===== config.mk =====
export PLATFORM = sky130hd
export DESIGN_NAME = block_drop_ctrl
export DESIGN_NICKNAME = d
export VERILOG_FILES = /design/src/rtl/sky_pkg.sv /design/src/rtl/sky_lfsr.sv /design/src/rtl/block_drop_ctrl.sv
export SDC_FILE = /design/constraint.sdc
export NUM_CORES = 1
export LEC_CHECK = 0
export CORE_MARGIN = 2
export CORE_UTILIZATION = 45
export CTS_BUF_LIST = sky130_fd_sc_hd__clkbuf_16
export CTS_CLUSTER_DIAMETER = 120
export DETAILED_ROUTE_END_ITERATION = 6
export PLACE_DENSITY = 0.7
export SYNTH_ARGS = -nofsm -noshare
export SYNTH_HDL_FRONTEND = slang
export SYNTH_SLANG_ARGS = --single-unit

===== constraint.sdc =====
create_clock -name dclk -period 3.4 [get_ports dclk]
set_input_delay 0.68 -clock dclk [delete_from_list [all_inputs] [get_ports dclk]]
set_output_delay 0.68 -clock dclk [all_outputs]
set_load 0.005 [all_outputs]

===== src/rtl/sky_pkg.sv =====
// sky_pkg: shared definitions for the stacking game.
//   - sky_state_e : game engine state encoding
//   - sky_clr_e   : 2-bit block colour codes (also decoded by the draw stage)
//   - DEF_*       : default geometry constants shared with the draw stage
//   - LFSR seed/taps and a single-step helper for the block generator
package sky_pkg;

  typedef enum logic [2:0] {
    ST_SPAWN,
    ST_FALL,
    ST_LAND,
    ST_OVER,
    ST_FULL
  } sky_state_e;

  typedef enum logic [1:0] {
    CLR_NONE  = 2'b00,
    CLR_GREEN = 2'b01,
    CLR_BLUE  = 2'b10,
    CLR_RED   = 2'b11
  } sky_clr_e;

  localparam int unsigned DEF_WIDTH        = 100;
  localparam int unsigned DEF_HEIGHT_RATIO = 20;
  localparam int unsigned DEF_BASE_Y       = 400;
  localparam int unsigned DEF_SCREEN_W     = 640;

  // Galois form of x^16+x^14+x^13+x^11+1, shifting right.
  localparam logic [15:0] LFSR_SEED = 16'hACE1;
  localparam logic [15:0] LFSR_TAPS = 16'hB400;

  function automatic logic [15:0] lfsr_advance(input logic [15:0] cur);
    return {1'b0, cur[15:1]} ^ (cur[0] ? LFSR_TAPS : '0);
  endfunction

endpackage


===== src/rtl/sky_lfsr.sv =====
// sky_lfsr: free-running 16-bit Galois LFSR, advances every clock.
// Ports:
//   clk_i   : clock
//   rst_ni  : asynchronous active-low reset (loads LFSR_SEED)
//   rnd_o   : low 12 bits of the current LFSR state
module sky_lfsr
  import sky_pkg::*;
(
  input  logic        clk_i,
  input  logic        rst_ni,
  output logic [11:0] rnd_o
);

  logic [15:0] lfsr_q, lfsr_d;

  always_comb begin
    lfsr_d = lfsr_advance(lfsr_q);
  end

  always_ff @(posedge clk_i or negedge rst_ni) begin
    if (!rst_ni) lfsr_q <= LFSR_SEED;
    else         lfsr_q <= lfsr_d;
  end

  assign rnd_o = lfsr_q[11:0];

endmodule


===== src/rtl/block_drop_ctrl.sv =====
// block_drop_ctrl: game-state engine for the stacking game. Spawns
// pseudo-random blocks, drops them once per frame, resolves catch/miss
// against the player stack and tracks height, misses and end-of-game.
// Optional feature macro: SKY_SPEEDUP_EN (fall speed grows with height).
// Ports:
//   dclk              : pixel clock
//   rst               : asynchronous active-low reset
//   tick              : one-cycle frame strobe (start of vertical blank)
//   move_l, move_r    : level-sensitive player buttons
//   start             : one-cycle restart pulse
//   pos_x             : stack left x
//   colors            : 16 x 2-bit stack slots, slot i at [2i+1:2i]
//   fall_x, fall_y    : falling block top-left corner
//   fall_clr          : falling block colour, 00 = nothing drawn
//   height            : occupied slots (0..16)
//   game_over, win    : sticky end-of-game flags
module block_drop_ctrl
  import sky_pkg::*;
#(
  parameter int unsigned WIDTH        = DEF_WIDTH,
  parameter int unsigned HEIGHT_RATIO = DEF_HEIGHT_RATIO,
  parameter int unsigned BASE_Y       = DEF_BASE_Y,
  parameter int unsigned SCREEN_W     = DEF_SCREEN_W,
  parameter int unsigned MOVE_STEP    = 4,
  parameter int unsigned FALL_STEP    = 2,
  parameter int unsigned MAX_MISS     = 3
) (
  input  logic        dclk,
  input  logic        rst,
  input  logic        tick,
  input  logic        move_l,
  input  logic        move_r,
  input  logic        start,
  output logic [9:0]  pos_x,
  output logic [31:0] colors,
  output logic [9:0]  fall_x,
  output logic [9:0]  fall_y,
  output logic [1:0]  fall_clr,
  output logic [4:0]  height,
  output logic        game_over,
  output logic        win
);

  // All geometry arithmetic is done at 11 bits so sums never wrap.
  localparam logic [10:0] WID11    = 11'(WIDTH);
  localparam logic [10:0] HR11     = 11'(HEIGHT_RATIO);
  localparam logic [10:0] BASE11   = 11'(BASE_Y);
  localparam logic [10:0] XMAX11   = 11'(SCREEN_W - WIDTH);
  localparam logic [10:0] MSTEP11  = 11'(MOVE_STEP);
  localparam logic [10:0] FSTEP11  = 11'(FALL_STEP);
  localparam logic [9:0]  POS_INIT = 10'((SCREEN_W - WIDTH) / 2);
  localparam logic [3:0]  MISS_LIM = 4'(MAX_MISS);

  sky_state_e  state_q, state_d;
  logic [9:0]  pos_q, pos_d;
  logic [9:0]  fx_q, fx_d;
  logic [9:0]  fy_q, fy_d;
  logic [1:0]  clr_q, clr_d;
  logic [31:0] colors_q, colors_d;
  logic [4:0]  height_q, height_d;
  logic [3:0]  miss_q, miss_d;
  logic        over_q, over_d;
  logic        win_q, win_d;

  logic [11:0] rnd;
  logic [10:0] floor_y;
  logic [10:0] fall_step;
  logic [10:0] fy_adv;
  logic [10:0] pos_sum;
  logic [9:0]  pos_moved;
  logic [9:0]  spawn_x;
  logic [1:0]  spawn_clr;
  logic        hit;

  sky_lfsr u_lfsr (
    .clk_i  (dclk),
    .rst_ni (rst),
    .rnd_o  (rnd)
  );

  // Landing row for the current stack height.
  assign floor_y = BASE11 - ({6'b0, height_q} * HR11);

`ifdef SKY_SPEEDUP_EN
  assign fall_step = FSTEP11 + {8'b0, height_q[4:2]};
`else
  assign fall_step = FSTEP11;
`endif

  assign fy_adv = {1'b0, fy_q} + fall_step;

  // Out-of-range spawn columns fold back by 512 to stay on screen.
  assign spawn_x   = ({1'b0, rnd[9:0]} > XMAX11) ? (rnd[9:0] - 10'd512) : rnd[9:0];
  assign spawn_clr = (rnd[11:10] == 2'(CLR_NONE)) ? 2'(CLR_GREEN) : rnd[11:10];

  // Horizontal overlap between falling block and stack top.
  assign hit = (({1'b0, fx_q} + WID11) > {1'b0, pos_q}) &&
               (({1'b0, pos_q} + WID11) > {1'b0, fx_q});

  always_comb begin
    pos_sum   = {1'b0, pos_q} + MSTEP11;
    pos_moved = pos_q;
    if (move_l && !move_r) begin
      pos_moved = ({1'b0, pos_q} < MSTEP11) ? '0 : 10'({1'b0, pos_q} - MSTEP11);
    end else if (move_r && !move_l) begin
      pos_moved = (pos_sum > XMAX11) ? XMAX11[9:0] : pos_sum[9:0];
    end
  end

  always_comb begin
    state_d  = state_q;
    pos_d    = pos_q;
    fx_d     = fx_q;
    fy_d     = fy_q;
    clr_d    = clr_q;
    colors_d = colors_q;
    height_d = height_q;
    miss_d   = miss_q;
    over_d   = over_q;
    win_d    = win_q;

    if (start) begin
      // Restart beats a coincident tick: no motion this cycle.
      colors_d = '0;
      height_d = '0;
      miss_d   = '0;
      over_d   = 1'b0;
      win_d    = 1'b0;
      pos_d    = POS_INIT;
      state_d  = ST_SPAWN;
    end else begin
      unique case (state_q)
        ST_SPAWN: begin
          if (tick) pos_d = pos_moved;
          fx_d    = spawn_x;
          fy_d    = '0;
          clr_d   = spawn_clr;
          state_d = ST_FALL;
        end
        ST_FALL: begin
          if (tick) begin
            pos_d = pos_moved;
            if (fy_adv >= floor_y) begin
              fy_d    = floor_y[9:0];
              state_d = ST_LAND;
            end else begin
              fy_d = fy_adv[9:0];
            end
          end
        end
        ST_LAND: begin
          if (tick) pos_d = pos_moved;
          clr_d = '0;
          if (hit) begin
            colors_d[{height_q[3:0], 1'b0} +: 2] = clr_q;
            height_d = height_q + 5'd1;
            if (height_q == 5'd15) begin
              win_d   = 1'b1;
              state_d = ST_FULL;
            end else begin
              state_d = ST_SPAWN;
            end
          end else begin
            miss_d = miss_q + 4'd1;
            if ((miss_q + 4'd1) == MISS_LIM) begin
              over_d  = 1'b1;
              state_d = ST_OVER;
            end else begin
              state_d = ST_SPAWN;
            end
          end
        end
        ST_OVER, ST_FULL: begin
        end
        default: state_d = ST_SPAWN;
      endcase
    end
  end

  always_ff @(posedge dclk or negedge rst) begin
    if (!rst) begin
      state_q  <= ST_SPAWN;
      pos_q    <= POS_INIT;
      fx_q     <= '0;
      fy_q     <= '0;
      clr_q    <= '0;
      colors_q <= '0;
      height_q <= '0;
      miss_q   <= '0;
      over_q   <= 1'b0;
      win_q    <= 1'b0;
    end else begin
      state_q  <= state_d;
      pos_q    <= pos_d;
      fx_q     <= fx_d;
      fy_q     <= fy_d;
      clr_q    <= clr_d;
      colors_q <= colors_d;
      height_q <= height_d;
      miss_q   <= miss_d;
      over_q   <= over_d;
      win_q    <= win_d;
    end
  end

  assign pos_x     = pos_q;
  assign colors    = colors_q;
  assign fall_x    = fx_q;
  assign fall_y    = fy_q;
  assign fall_clr  = clr_q;
  assign height    = height_q;
  assign game_over = over_q;
  assign win       = win_q;

endmodule


==> results of run 1 <==
[state kept, by name (all words and copies together) (netlist names), 3 cells and up]
name,count
state_q,3
pos_x,9
colors,32
fall_y,9
height,5
miss_q,4
u_lfsr.lfsr_q,16
fall_x,10
[metrics by stage]
| step | setup TNS, ns | hold WS [ns] | cells |
|---|---|---|---|
| after floorplan | 0 | 0.333 | 654 |
| after global placement | 0 | 0.336 | 890 |
| after detailed placement | 0 | 0.344 | 890 |
| after CTS | 0 | 0.358 | 906 |
| after global routing | -0.0315 | 0.360 | 909 |
| final | 0 | 0.358 | 909 |
[routing by layer]
layer | GRT usage, % | vias to the layer above | share of wire, %
li1 | - | 2464 | -
met1 | 29.1 | 2504 | 47
met2 | 33.3 | 159 | 46
met3 | 3.50 | 24 | 4.9
met4 | 8.56 | 0 | 2.0
met5 | 0 | - | 0
[area by class of cell]
cell class | count | area (sq um) | area share [%]
clock buffer | 9 | 225 | 3.09
sequential | 92 | 2320 | 31.8
multi-input combinational | 482 | 3380 | 46.3
tap | 176 | 220 | 3.02
timing repair buffer | 100 | 941 | 12.9
inverter | 43 | 161 | 2.21
clock inverter | 7 | 46.3 | 0.635
[timing repair]
item,CTS,global route
setup endpoints to repair,0,10
setup buffers,0,2
endpoints found under the hold margin,0,0
hold buffers,0,0
gates resized for setup,0,20
[power breakdown]
group          switching (uW)  total (uW)  internal (uW)
combinational             181         316            135
clock                     447         942            495
sequential               39.2        1150           1110
[cell usage after synthesis (all sizes together) (3+ instances only)]
cell / count
buf: 14
nand2: 45
nor2b: 6
mux2: 3
nor4: 7
o31ai: 3
xnor2: 21
nor2: 31
mux2i: 36
o22ai: 4
clkbuf: 23
a21oi: 41
and3: 9
o21ai: 38
nand3: 33
a31oi: 5
xor2: 14
o22a: 3
dfrtp: 80
o2bb2ai: 3
nand2b: 37
a211oi: 5
a21o: 4
nor3: 25
or2: 3
or3: 7
dfstp: 12
nand4: 15
inv: 43
ha: 45
[logic make-up after synthesis]
kind of cell | Yosys count | share of synthesized area [%]
other | 1 | 0.0628
DFF | 92 | 38.8
xor gates and xnor gates | 35 | 5.14
buffers and inverters | 80 | 5.72
adders and majority gates | 46 | 9.77
and+or+nand+nor | 227 | 19.9
AOI/OAI and AO/OA | 133 | 14.0
muxes | 39 | 6.60
[worst max-delay path: cells and delay by family (launching register included)]
family / cells / cell delay (ns)
AOI/OAI and AO/OA: 4 / 0.53
adders and majority gates: 4 / 1.22
buffers and inverters: 3 / 0.36
DFF: 1 / 0.39
and+or+nand+nor: 4 / 0.60
[how the worst min path moves through the flow]
stage,startpoint,endpoint,cells after the start
2_1_floorplan,u_lfsr.lfsr_q[12],u_lfsr.lfsr_q[11],0
3_3_place_gp,u_lfsr.lfsr_q[12],u_lfsr.lfsr_q[11],0
3_5_place_dp,u_lfsr.lfsr_q[12],u_lfsr.lfsr_q[11],0
4_1_cts,u_lfsr.lfsr_q[12],u_lfsr.lfsr_q[11],0
5_1_grt,u_lfsr.lfsr_q[12],u_lfsr.lfsr_q[11],0
6_report,u_lfsr.lfsr_q[12],u_lfsr.lfsr_q[11],0
==> impl_metrics.csv, run 1 <==
group,metric,value,unit
yosys,ys_seq_area_share,38.8,%
route,drc_errors,0,
final_layout,final_common_cell,"dfrtp_1",
timing,fin_crit,3.24,ns
setup_path,reg2reg_from,"height[1]",
final_layout,fillCellCount,1144,
final_layout,final_nets,780,
setup_path,setup.worst_path.end_class,"flip-flop",
yosys,synth_edf_count,0,
floorplanning,io_pins,77,
place,io_buffer_count,74,
route,first_iter_violations,345,
route,ant_nets,0,
power,p_leak,0.00312,uW
yosys,yosysWarningCount,0,
clocking,htree_levels,3,
yosys,ys_ff_latch,92,
place,placed_area,6920,sq um
clocking,cts-buffers-inserted,9,
yosys,yosys_most_used_dff,"dfrtp_1",
yosys,synthArstFlopShare,100,%
timing,setup_violations,0,
setup_path,required,3.62,ns
final_layout,antenna_cells,0,
setup_path,critPathLaunchType,"flip-flop",
final_layout,area_delta_synth_final,22.1,%
timing,final_max_slew_viol_count,0,
yosys,synth_area_leaders,"dfrtp_1 (34%), ha_1 (9.4%), mux2i_1 (6.0%)",
final_layout,design_area,7290,sq um
floorplanning,die_w,119,um
setup_path,cp_slowest_cell,"fa_2",
global_route,grt_usage,21.2,%
power,p_per_area,331,nW/um^2
min_path,hp-class,"reg -> reg",
setup_path,crit_type,"reg -> reg",
power,ir_worst_vdd,0.205,mV
yosys,yosysTopAreaCell,"dfrtp_1",
yosys,synth_area,5970,sq um
final_layout,layout_common_cells,"dfrtp_1 (80), clkdlybuf4s50_1 (73), nand2_1 (45)",
global_route,antenna_found_initial,0,
floorplanning,die_area,14200,sq um
clocking,cts_tree,"done",
setup_path,slowest_delay,0.46,ns
final_layout,fin_util,55.7,%
clocking,cts_buffer_depth,2,
timing,tightest_slew,0.714,ns
route,vias_per_cell,5.67,
timing,slew-limit-headroom,52.1,%
yosys,synth_top_area_share,33.5,%
setup_path,crit_end,"fall_y[9]",
timing,fin_crit_sh,95.2,%
place,gp_congestion,0.922,
run_status,status,"complete, no violations",
clocking,cts_sinks,92,
floorplanning,coreArea,13100,sq um
final_layout,drive_gt1_share,10.9,%
job,maxCapViolations,0,
yosys,syn_avg_cell_area,9.14,sq um
place,dp_hpwl,10800,um
setup_path,critPathArrivalTime,3.46,ns
timing,finalClockSkew,0.00755,ns
yosys,yosysUniqueCellTypes,64,
setup_path,critPathMaxFanout,8,
floorplanning,rows,42,
floorplanning,start_util,45.6,%
clocking,clkTransAtPathRegs,0.06,ns
power,power,2410,uW
setup_path,rr_worst_depth,15,
global_route,grt_max_degree,52,
setup_path,cp_cell_sequence,"ha_1 -> ha_2 -> inv_2 -> fa_2 -> nand3b_1 -> nand4_1 -> and3_4 -> ha_4 -> nand4_1 -> a21oi_2 -> a21oi_2 -> buf_6 -> buf_4 -> a32oi_1 -> o31ai_1",
setup_path,r2r_end,"fall_y[9]",
route,num_vias,5151,
route,routed_wl,14800,um
setup_path,cp-startpoint,"height[1]",
global_route,grt_first_pass_wirelength,24400,um
route,wire_per_inst,16.3,um
route,firstDrtPassIters,5,
timing,setup_slack,0.162,ns
yosys,syn-instance-count,653,
timing,timing.fmax,309,MHz
global_route,overflow,0,
timing,hold_viol,0,
floorplanning,die_h,119,um
place,dp_slack,0.0965,ns
clocking,clk_latency,0.35,ns
setup_path,worst-r2r-setup-slack,0.16,ns
clocking,cts-root-buf,"clkbuf_16",
global_route,grt_pass1_vias,5053,
(Power assumes the default switching activity.)
==> run 2, diff against run 1 <==
- PLACE_DENSITY: 0.7 -> not set
- PLACE_DENSITY_LB_ADDON: not set -> 0.3
==> run 2 against run 1 <==
Against the previous run:
- largest cell class unchanged
- first-iteration DRC count is 6.1% higher
- critical endpoint is now fall_y[7]
- via count is 1.5% lower
- sequential power hardly changed
- clock power is 8% higher
==> impl_metrics.csv, run 2 (synthesized netlist as in run 1, its figures left out) <==
group,metric,value,unit
run_status,status,"complete, no violations",
setup_path,critPathArrivalTime,3.54,ns
setup_path,required,3.64,ns
timing,setup_slack,0.0961,ns
final_layout,final_common_cell,"dfrtp_1",
clocking,cts-resized-gates,0,
job,maxCapViolations,0,
clocking,post_cts_buffers,0,
final_layout,layout_common_cells,"dfrtp_1 (80), clkdlybuf4s50_1 (73), nand2_1 (45), ha_1 (45), inv_1 (43)",
timing,fin_crit,3.30,ns
timing,final_max_slew_viol_count,0,
clocking,cts_tree,"done",
place,dp_slack,0.0823,ns
floorplanning,die_h,119,um
clocking,cts_sinks,92,
global_route,grt_usage,21.3,%
global_route,antenna_found_initial,0,
power,clockPowerShare,41.0,%
global_route,grt_pass1_vias,5017,
route,wire_per_inst,16.4,um
clocking,cts-root-buf,"clkbuf_16",
setup_path,crit_type,"reg -> reg",
floorplanning,die_area,14200,sq um
clocking,htree_levels,3,
timing,finalClockSkew,0.00685,ns
power,p_seq_share,46.3,%
min_path,hp-class,"in -> async",
floorplanning,io_pins,77,
route,num_vias,5072,
final_layout,design_area,7260,sq um
timing,timing.fmax,303,MHz
route,drc_errors,0,
clocking,clk_latency,0.35,ns
final_layout,drive_gt1_share,10.0,%
power,ir_worst_vdd,0.230,mV
setup_path,critPathMaxFanout,5,
final_layout,area_delta_synth_final,21.7,%
clocking,hold_buffers,0,
floorplanning,start_util,45.6,%
global_route,grt_first_pass_wirelength,24600,um
timing,hold_viol,0,
power,p_sw_share,27.0,%
floorplanning,die_w,119,um
place,gp_congestion,0.933,
setup_path,setup.worst_path.end_class,"flip-flop",
final_layout,antenna_cells,0,
power,p_leak,0.00311,uW
setup_path,critPathLaunchType,"flip-flop",
clocking,cts_buffer_depth,2,
final_layout,largest_reg_flops,32,
place,placed_area,6910,sq um
route,vias_per_cell,5.60,
route,first_iter_violations,366,
global_route,overflow,0,
route,firstDrtPassIters,5,
final_layout,final_nets,777,
clocking,clkTransAtPathRegs,0.07,ns
timing,fin_crit_sh,97.2,%
power,power_switching,671,uW
route,ant_nets,0,
route,routed_wl,14900,um
place,dp_hpwl,10600,um
floorplanning,rows,42,
global_route,grt_max_degree,50,
power,p_per_area,343,nW/um^2
power,p_int,1820,uW
timing,tightest_slew,0.720,ns
place,io_buffer_count,74,
floorplanning,coreArea,13100,sq um
timing,setup_violations,0,
clocking,cts-buffers-inserted,9,
power,comb_power_share,12.7,%
timing,slew-limit-headroom,51.8,%
==> run 2: routing by layer <==
layer / vias up / share of wire, % / track usage (%) / wire (um)
met5: - / 0 / 0 / 0
met4: 0 / 1.9 / 8.41 / 283
met3: 23 / 4.9 / 3.88 / 731
met2: 150 / 47 / 33.9 / 7040
met1: 2456 / 46 / 28.8 / 6830
li1: 2443 / - / - / -
==> run 2: per-stage QoR <==
step / total power (uW) / util (%) / hold slack (ns) / setup TNS [ns] / cells
2_1_floorplan: 1370 / - / 0.333 / 0 / 654
3_3_place_gp: 1470 / 52.8 / 0.338 / 0 / 888
3_5_place_dp: 1490 / 52.8 / 0.346 / 0 / 888
4_1_cts: 2510 / 55.0 / 0.363 / 0 / 904
5_1_grt: 2590 / 55.5 / 0.373 / -0.0439 / 906
6_report: 2490 / 55.5 / 0.358 / 0 / 906
==> run 2: path summary, 6_finish.rpt <==
check                                  start                 to  slack (ns)  cells after the start
max                                height[1]          fall_y[7]         0.1                     14
min                                      rst          fall_x[1]        0.36                      1
max reg2reg                        height[1]          fall_y[7]         0.1                     14
min reg2reg                u_lfsr.lfsr_q[12]  u_lfsr.lfsr_q[11]        0.36                      0
max in group asynchronous                rst   u_lfsr.lfsr_q[0]        2.17                      2
min in group dclk          u_lfsr.lfsr_q[12]  u_lfsr.lfsr_q[11]        0.36                      0
==> run 2: power by group through the flow <==
stage          combinational, uW  sequential, uW  clock, uW
6_report                     315            1150       1020
5_1_grt                      354            1160       1080
4_1_cts                      316            1150       1040
3_5_place_dp                 314            1170          0
3_3_place_gp                 303            1170          0
2_1_floorplan                214            1150          0
==> run 2: cell type report <==
| cell class | instances | area (sq um) |
|---|---|---|
| Fill cell | 1139 | 5820 |
| Multi-Input combinational cell | 482 | 3350 |
| Sequential cell | 92 | 2320 |
| Timing Repair Buffer | 97 | 918 |
| Clock buffer | 9 | 225 |
| Tap cell | 176 | 220 |
| Inverter | 43 | 161 |
| Clock inverter | 7 | 68.8 |
==> run 2: worst max-delay path, stage by stage, from the launching register on <==
cell and delay (ns):
dfrtp_1 0.38, ha_1 0.29, ha_1 0.21, inv_1 0.08, fa_2 0.47, nand3b_1 0.17
nand4_1 0.12, and3_4 0.20, ha_1 0.29, nand4_1 0.13, a21oi_2 0.14, a21oi_2 0.10
buf_4 0.18, a31o_2 0.22, a32o_1 0.19
==> run 3, diff against run 2 <==
- CAP_MARGIN: not set -> 5
- GPL_ROUTABILITY_DRIVEN: not set -> 0
==> run 3 against run 2 <==
Against the previous run:
- register-to-register slack improved by 0.05 ns
- clock power about the same
- largest cell class unchanged
- count of clock-buffer cells in the layout is the same
- clock skew grew 0.00072 ns
- non-clock buffer count increased by 1
==> impl_metrics.csv, run 3 (synthesized netlist as in run 1, its figures left out) <==
group,metric,value,unit
setup_path,cp_cell_sequence,"ha_1 -> ha_1 -> inv_1 -> fa_2 -> nand3b_1 -> nand4_1 -> and3_1 -> ha_1 -> nand4_1 -> a21oi_2 -> a21oi_2 -> buf_4 -> or3_1 -> o211ai_1",
place,dp_hpwl,10600,um
final_layout,area_delta_synth_final,21.7,%
clocking,htree_levels,3,
power,p_seq_share,45.9,%
power,p_sw_share,27.2,%
timing,hold_viol,0,
power,comb_power_share,12.6,%
clocking,post_cts_buffers,0,
final_layout,final_nets,778,
setup_path,cp_top_family,"adder cells",
power,p_leak,0.00310,uW
global_route,antenna_found_initial,0,
clocking,cts_tree,"done",
clocking,cts-root-buf,"clkbuf_16",
timing,timing.fmax,308,MHz
floorplanning,io_pins,77,
setup_path,crit_path_frequent_cell,"ha_1",
clocking,cts-resized-gates,0,
route,ant_nets,0,
timing,final_max_slew_viol_count,0,
floorplanning,die_area,14200,sq um
power,p_per_area,345,nW/um^2
timing,fin_crit_sh,95.6,%
setup_path,reg2reg_from,"height[1]",
job,maxCapViolations,0,
power,power,2510,uW
route,drc_errors,0,
floorplanning,coreArea,13100,sq um
global_route,grt_first_pass_wirelength,24900,um
route,firstDrtPassIters,5,
route,routed_wl,14800,um
setup_path,required,3.67,ns
global_route,overflow,0,
floorplanning,start_util,45.6,%
setup_path,critPathMaxFanout,10,
timing,slew-limit-headroom,53.2,%
floorplanning,rows,42,
min_path,hp-class,"in -> async",
clocking,clkTransAtPathRegs,0.07,ns
power,ir_worst_vdd,0.240,mV
route,wire_per_inst,16.3,um
place,dp_slack,0.0787,ns
route,num_vias,5215,
final_layout,largest_reg_flops,32,
timing,setup_slack,0.148,ns
floorplanning,die_h,119,um
timing,finalClockSkew,0.00757,ns
floorplanning,die_w,119,um
route,first_iter_violations,428,
final_layout,final_common_cell,"dfrtp_1",
setup_path,crit_type,"reg -> reg",
setup_path,cp_slowest_cell,"fa_2",
timing,setup_violations,0,
final_layout,drive_gt1_share,9.85,%
route,vias_per_cell,5.75,
setup_path,rr_worst_depth,14,
power,clockPowerShare,41.5,%
final_layout,layout_common_cells,"dfrtp_1 (80), clkdlybuf4s50_1 (73), nand2_1 (45), ha_1 (45), inv_1 (41)",
place,io_buffer_count,74,
clocking,clk_latency,0.35,ns
clocking,cts_sinks,92,
timing,tightest_slew,0.697,ns
clocking,cts_buffer_depth,2,
global_route,grt_pass1_vias,5212,
setup_path,critPathLaunchType,"flip-flop",
final_layout,antenna_cells,0,
setup_path,cp_num_buf_inv,2,
run_status,status,"complete, no violations",
global_route,grt_max_degree,49,
power,power_switching,683,uW
setup_path,setup.worst_path.end_class,"flip-flop",
setup_path,r2r_end,"fall_y[8]",
setup_path,worst-r2r-setup-slack,0.15,ns
power,p_int,1820,uW
global_route,grt_usage,21.5,%
clocking,cts-buffers-inserted,9,
timing,fin_crit,3.25,ns
setup_path,slowest_delay,0.46,ns
setup_path,critPathArrivalTime,3.52,ns
clocking,hold_buffers,0,
run 3: changes by cell type in the layout (fill, tap and decap cells not counted), moves of 2 or more:
cell / delta
inv_6: +2
inv_1: -2
buf_4: +2
clkinv_1: +2
run 3: power groups by stage:
stage / clock network [uW] / logic [uW] / registers (uW)
2_1_floorplan: 0 / 214 / 1150
3_3_place_gp: 0 / 302 / 1170
3_5_place_dp: 0 / 312 / 1170
4_1_cts: 1050 / 314 / 1150
5_1_grt: 1100 / 357 / 1160
6_report: 1040 / 316 / 1150
run 3: how the worst max path moves through the flow:
stage                           end       from  slack [ns]  cells past startpoint
final                     fall_y[8]  height[1]        0.15                     14
after global routing      fall_y[8]  height[2]       -0.02                     14
after CTS                 fall_y[7]  height[3]        0.07                     14
after detailed placement  fall_y[7]  height[3]        0.08                     14
after global placement    fall_y[7]  height[1]        0.21                     14
after floorplan           fall_y[6]  height[1]        0.09                     14
run 3: per-layer routing:
metal | part of all wire [%] | GRT usage (%) | vias up
li1 | - | - | 2467
met1 | 45 | 29.0 | 2521
met2 | 46 | 33.8 | 186
met3 | 6.0 | 4.31 | 41
met4 | 2.3 | 9.30 | 0
met5 | 0 | 0 | -
run 3: stage by stage:
stage	util [%]	TNS [ns]	hold slack (ns)	std cells	instance area, sq um
final	55.5	0	0.327	907	7270
after global routing	55.5	-0.0306	0.357	907	7270
after CTS	55.2	0	0.343	906	7220
after detailed placement	52.9	0	0.339	890	6920
after global placement	52.9	0	0.338	890	6920
after floorplan	-	0	0.333	654	5970
run 3: area by class of cell:
cell class | instances | area, sq um
well taps | 176 | 220
flip-flops and latches | 92 | 2320
repair buffers | 98 | 922
fillers | 1130 | 5820
multi-input cells | 482 | 3350
clock inverters | 7 | 72.6
inverters | 43 | 161
clock buffers | 9 | 225
